## config.mk

```make
export PLATFORM = sky130hd
export DESIGN_NAME = mem_port_arbiter
export DESIGN_NICKNAME = d
export VERILOG_FILES = /design/src/rtl/mem_port_arbiter.sv
export SDC_FILE = /design/constraint.sdc
export NUM_CORES = 1
export LEC_CHECK = 0
export ABC_CLOCK_PERIOD_IN_PS = 2300
export CAP_MARGIN = 10
export CELL_PAD_IN_SITES_DETAIL_PLACEMENT = 2
export CELL_PAD_IN_SITES_GLOBAL_PLACEMENT = 2
export CORE_ASPECT_RATIO = 1.25
export CORE_MARGIN = 2
export CORE_UTILIZATION = 17
export DETAILED_ROUTE_END_ITERATION = 6
export PLACE_DENSITY = 0.9
export SKIP_CTS_REPAIR_TIMING = 1
export SLEW_MARGIN = 25
export SYNTH_ARGS = -nofsm -noshare
export SYNTH_HDL_FRONTEND = slang
export SYNTH_SLANG_ARGS = --single-unit
```

## constraint.sdc

```tcl
create_clock -name clk_i -period 2.3 [get_ports clk_i]
set_input_delay 0.46 -clock clk_i [delete_from_list [all_inputs] [get_ports clk_i]]
set_output_delay 0.46 -clock clk_i [all_outputs]
set_load 0.005 [all_outputs]
```

## src/rtl/mem_port_arbiter.sv

```systemverilog
// Shares one external memory bus between fetch (F) and load/store (D), one transaction in flight.
// D has priority; F is forced through after STARVE_LIMIT consecutive D wins while it waits.
module mem_port_arbiter #(
    parameter int STARVE_LIMIT = 4,
    parameter int CNT_W        = 3
) (
    input  logic        clk_i,
    input  logic        rst_i,
    input  logic        f_req_i,
    input  logic [31:0] f_addr_i,
    input  logic        f_flush_i,
    output logic        f_gnt_o,
    output logic        f_rvalid_o,
    output logic [31:0] f_rdata_o,
    input  logic        d_req_i,
    input  logic        d_we_i,
    input  logic [31:0] d_addr_i,
    input  logic [3:0]  d_be_i,
    input  logic [31:0] d_wdata_i,
    output logic        d_gnt_o,
    output logic        d_rvalid_o,
    output logic [31:0] d_rdata_o,
    output logic        d_wait_oa,
    output logic        bus_req_o,
    output logic        bus_we_o,
    output logic [31:0] bus_addr_o,
    output logic [3:0]  bus_be_o,
    output logic [31:0] bus_wdata_o,
    input  logic        bus_gnt_i,
    input  logic        bus_rvalid_i,
    input  logic [31:0] bus_rdata_i
);

    typedef enum logic [1:0] {IDLE, REQ, RESP} state_t;

    localparam logic [CNT_W-1:0] LIMIT = CNT_W'(STARVE_LIMIT);

    state_t           state;
    logic             owner_f;
    logic             drop;
    logic [CNT_W-1:0] starve_cnt;

    logic             any_req;
    logic             pick_f;
    logic             launch;
    logic             resp_done;
    logic [CNT_W-1:0] cnt_next;

    always_comb begin
        any_req   = f_req_i | d_req_i;
        pick_f    = f_req_i && (!d_req_i || starve_cnt == LIMIT);
        resp_done = (state == RESP) && bus_rvalid_i;
        launch    = any_req && ((state == IDLE) || resp_done);
        cnt_next  = '0;
        // Only a D win over a waiting F counts toward starvation.
        if (f_req_i && !pick_f)
            cnt_next = (starve_cnt == LIMIT) ? starve_cnt : starve_cnt + 1'b1;
    end

    always_ff @(posedge clk_i) begin
        if (rst_i) begin
            state       <= IDLE;
            owner_f     <= 1'b0;
            drop        <= 1'b0;
            starve_cnt  <= '0;
            bus_req_o   <= 1'b0;
            bus_we_o    <= 1'b0;
            bus_addr_o  <= '0;
            bus_be_o    <= '0;
            bus_wdata_o <= '0;
        end else begin
            if (resp_done)
                drop <= 1'b0;
            else if (state != IDLE && owner_f && f_flush_i)
                drop <= 1'b1;

            case (state)
                IDLE, RESP: begin
                    if (launch) begin
                        state       <= REQ;
                        owner_f     <= pick_f;
                        starve_cnt  <= cnt_next;
                        bus_req_o   <= 1'b1;
                        bus_we_o    <= pick_f ? 1'b0 : d_we_i;
                        bus_addr_o  <= pick_f ? f_addr_i : d_addr_i;
                        bus_be_o    <= pick_f ? 4'hF : d_be_i;
                        bus_wdata_o <= pick_f ? 32'h0 : d_wdata_i;
                    end else if (resp_done) begin
                        state <= IDLE;
                    end
                end
                REQ: begin
                    if (bus_gnt_i) begin
                        state     <= RESP;
                        bus_req_o <= 1'b0;
                    end
                end
                default: state <= IDLE;
            endcase
        end
    end

    // A flush landing in the same cycle as the response also discards it.
    always_comb begin
        f_gnt_o    = (state == REQ) && owner_f && bus_gnt_i;
        d_gnt_o    = (state == REQ) && !owner_f && bus_gnt_i;
        f_rvalid_o = resp_done && owner_f && !drop && !f_flush_i;
        d_rvalid_o = resp_done && !owner_f;
        f_rdata_o  = f_rvalid_o ? bus_rdata_i : 32'h0;
        d_rdata_o  = d_rvalid_o ? bus_rdata_i : 32'h0;
        d_wait_oa  = (d_req_i | (!owner_f && state != IDLE)) & ~d_rvalid_o;
    end

endmodule

```

## Word-level counts from Yosys, hierarchy flattened

Index checks and enable logic that the tools add are counted.

| word-level totals | value |
|---|---|
| bits in registers | 77 |
| output and inout port bits | 139 |
| logic and storage cells | 67 |

| operators by class | value |
|---|---|
| add/subtract/negate cells | 1 |
| eq/ne operators | 7 |
| muxes and demuxes | 15 |
| bitwise logic cells | 4 |
| reduce and logical (&&, ||, !) cells | 31 |

Operator list:

| cell | count |
|---|---|
| 32-bit 2-to-1 mux | 4 |
| 1-bit logical AND | 15 |
| 2-bit 2-to-1 mux | 3 |
| 3-bit 2-to-1 mux | 2 |
| 2-bit != test (second input constant) | 3 |
| 3-bit AND reduction | 2 |
| 1-bit logical NOT | 5 |
| 4-bit 2-to-1 mux | 1 |
| 2-bit case mux with 2 select lines | 1 |
| 2-bit AND reduction | 2 |
| 2-bit nonzero test | 2 |
| 2-bit OR reduction | 2 |
| 3-bit by 1-bit adder with 3-bit output (second input constant) | 1 |
| 3-bit equality test (second input constant) | 1 |
| 1-bit 2-to-1 mux | 3 |
| 3-bit != test (second input constant) | 1 |
| 2-bit by 1-bit equality test with 1-bit output (second input constant) | 1 |
| 2-bit equality test (second input constant) | 1 |
| 2-bit logical NOT | 1 |
| 1-bit logical OR | 2 |
| 1-bit bitwise OR | 2 |
| 1-bit case mux with 2 select lines | 1 |
| 1-bit bitwise AND | 1 |
| 1-bit inverter | 1 |

## Logic depth before layout (Yosys ltp)

| logic depth | value |
|---|---|
| depth in word-level cells | 7 |
| mapped depth | 8 |

## Worst setup path after synthesis

Ideal clock, no wire load.

| timing path | value |
|---|---|
| path type | input-to-output |
| start | input bus_rvalid_i |
| end | output f_rdata_o[10] |
| arrival time | 1.210 ns |
| setup slack | 0.630 ns |
| stages on the path | 4 |
| path through | nand3_1 nor4_4 clkbuf_1 and2_1 |

| on the way | value |
|---|---|
| longest elaborated chain between the ends | 5 |

RTL lines:

| what | RTL line | text |
|---|---|---|
| start, declared | 30 | `input logic bus_rvalid_i,` |
| 1-bit logical AND | 52 | `resp_done = (state == RESP) && bus_rvalid_i;` |
| 1-bit logical AND (3 in a row) | 107 | `f_rvalid_o = resp_done && owner_f && !drop && !f_flush_i;` |
| 32-bit 2-to-1 mux | 109 | `f_rdata_o = f_rvalid_o ? bus_rdata_i : 32'h0;` |
| end, declared | 14 | `output logic [31:0] f_rdata_o,` |

Every way passes these cells.

## Worst setup path in the final report

| timing path | value |
|---|---|
| start | register state[0] |
| end | output f_rdata_o[7] |

| on the way | value |
|---|---|
| longest elaborated chain between the ends | 6 |

RTL lines:

| what | RTL line | text |
|---|---|---|
| start, declared | 38 | `state_t state;` |
| start signal, assigned | 62 | `state <= IDLE;` |
| start signal, assigned | 80 | `state <= REQ;` |
| start signal, assigned | 89 | `state <= IDLE;` |
| 2-bit equality test | 52 |  |
| 1-bit logical AND | 52 |  |
| 1-bit logical AND (3 in a row) | 107 |  |
| 32-bit 2-to-1 mux | 109 |  |

Every way passes these cells.

==> metrics.csv <==
metric,value,unit
Worst EP required,1.84,ns
period utilization,1.06,
Yosys top cell by area,dfxtp_1,
worst slew pin tran,0.668,ns
Iter 0 DRT Violations,145,
leakage,3.71,nW
Routability Congestion,0.785,
drt first pass iters,4,
# clock sinks,77,
most common cell in the synthesized netlist,dfxtp_1,
setup tns final,-1.45,ns
Initial Util,0.172,
min Tclk post-route,2.43,ns
met1 usage,0.162,
syn nets,608,
H-tree levels,3,
Final WS setup,-0.131,ns
clk_lat worst skew,0.34,ns
number of global-route vias before repair,4820,
average wire per standard cell,19.7,um
r2r setup slk,0.49,ns
first-pass GRT wire length,27.4,mm
Pins Over Slew Limit,0,
Post-synth ARST share,0,
Worst Setup Start Kind,flip-flop,
Post-synth EDFFs,0,
max_cap viols,0,
final setup fails,23,
number of antenna violations at the first check in global routing,1,
endpoint class of the critical path,output port,
Layout Nets,898,
layout cells sized above 1,0.129,
outcome,finished with violations,
top_reg_cell synth,dfxtp_1,
TritonCTS clock tree,built,
synth unique cells,30,
Gate Count Post-Synth,466,
Synth Cell Area,3560,um^2
number of synthesized register bits,77,
via count,4563,
Final Hold Viols,0,
CTS Buffer Depth,2,
violated checks,negative setup slack,
# IOs,279,
dpl cells,995,
Die Height,166,um
Global Route Usage Sum,0.157,
DRC violations left,0,
Synth top area share,0.433,
total core area,20700,um^2
RSZ-0062 raised after global routing,true,
M3 GR Usage,0.0391,
Layout area overhead,108,%
fmax,411,MHz
placement row count,59,
largest net degree at the start of global routing,41,
routed vias/inst,4.40,
Worst slew margin,0.554,
CTS buffer count,9,
worst hold slack,0.459,ns
synth top area cells,"dfxtp_1, and2_1, a21oi_1",
Root Buffer,clkbuf_16,
met2 usage,0.304,
clock slew seen by the registers of the worst setup and hold paths,0.07,ns
Clock Skews,0.00692,ns
average instance area after synthesis,7.64,um^2
Most Crowded Layer GR,met2,
Synth warnings,0,
GR Overflow Total,0,
worst hold path class,flip-flop to flip-flop,
"top cells by count, synth","dfxtp_1, a21oi_1, nand2_1, and2_1, nor2_1",
Port Buf Inserts,278,
die width,133,um
critical path class,flip-flop to output port,
post-synthesis sequential area ratio,0.433,
CP Max Fanout,3,
"antenna viol nets, final",0,
total wire length,20.5,mm
VDD IR-drop max,0.000309,V
Die ar.,22100,um^2
power density over cell area,537,nW/um^2
Finished Layout Cells,1036,
Detailed Place HPWL,13.6,mm
"Arr. time, crit path",1.97,ns
registers in the layout, indices dropped and copies added, names as in the netlist:
| signal | cells |
|---|---|
| bus_wdata_o | 32 |
| drop | 1 |
| bus_be_o | 4 |
| state | 2 |
| bus_we_o | 1 |
| bus_addr_o | 32 |
| owner_f | 1 |
| starve_cnt | 3 |
| bus_req_o | 1 |
power by group:
group	leakage [nW]	internal, mW	switching, mW
Sequential	0.637	1.45	0.0663
Clock	0.136	0.755	0.664
Combinational	2.94	0.599	0.449
metrics by stage:
| step | area [um^2] | utilization | total power [mW] | setup slack, ns |
|---|---|---|---|---|
| CTS | 7060 | 0.341 | 4.04 | -0.499 |
| finish | 7420 | 0.359 | 3.99 | -0.131 |
| detailed placement | 6770 | 0.327 | 2.58 | -0.491 |
| global route | 7420 | 0.359 | 4.20 | -0.214 |
| global placement | 6770 | 0.327 | 2.54 | -0.380 |
| floorplan | 3560 | - | 1.89 | 0.630 |
layout make-up:
class,count,area (um^2)
Timing Repair Buffer,319,3360
Antenna cell,1,2.50
Clock buffer,9,225
Fill cell,2285,13200
Inverter,6,25.0
Clock inverter,7,66.3
Multi-Input combinational cell,343,1850
Sequential cell,77,1550
Tap cell,274,343
placed cells by master (no fill, tap or decap), drive strengths merged, types with 32 or more instances in the layout:
master,synthesis,layout
a211oi,32,32
a21oi,73,73
and2,65,65
buf,26,51
clkdlybuf4s50,0,206
dfxtp,77,77
dlymetal6s2s,0,49
nand2,72,72
nand3,37,37
nor2,41,41
path summary, 6_finish.rpt:
check	start	endpoint	cells after the start
setup / recovery	state[0]	f_rdata_o[7]	9
hold / removal	bus_wdata_o[7]	bus_wdata_o[7]	2
setup reg to reg	starve_cnt[0]	bus_be_o[0]	6
hold reg to reg	bus_wdata_o[7]	bus_wdata_o[7]	2
kinds of logic after synthesis:
kind of cell,count (synthesis),share of synthesized area
DFF,77,0.433
adders and majority gates,2,0.00702
AOI/OAI and AO/OA,116,0.191
buffers and inverters,46,0.0604
and+or+nand+nor,225,0.308
critical path, cell delays in order, from the launching register on:
cell	delay (ns)
dfxtp_4	0.36
inv_4	0.07
nand3_4	0.10
nor4_4	0.36
buf_4	0.21
buf_6	0.12
buf_6	0.10
buf_6	0.09
and2_1	0.12
clkbuf_2	0.11
layer usage:
metal  part of all wire  vias up
met5                  0        -
met1               0.37     2188
met2               0.55      191
li1                   -     2154
met3              0.062       30
met4              0.024        0
No activity file was read; power rests on OpenSTA's default activity.
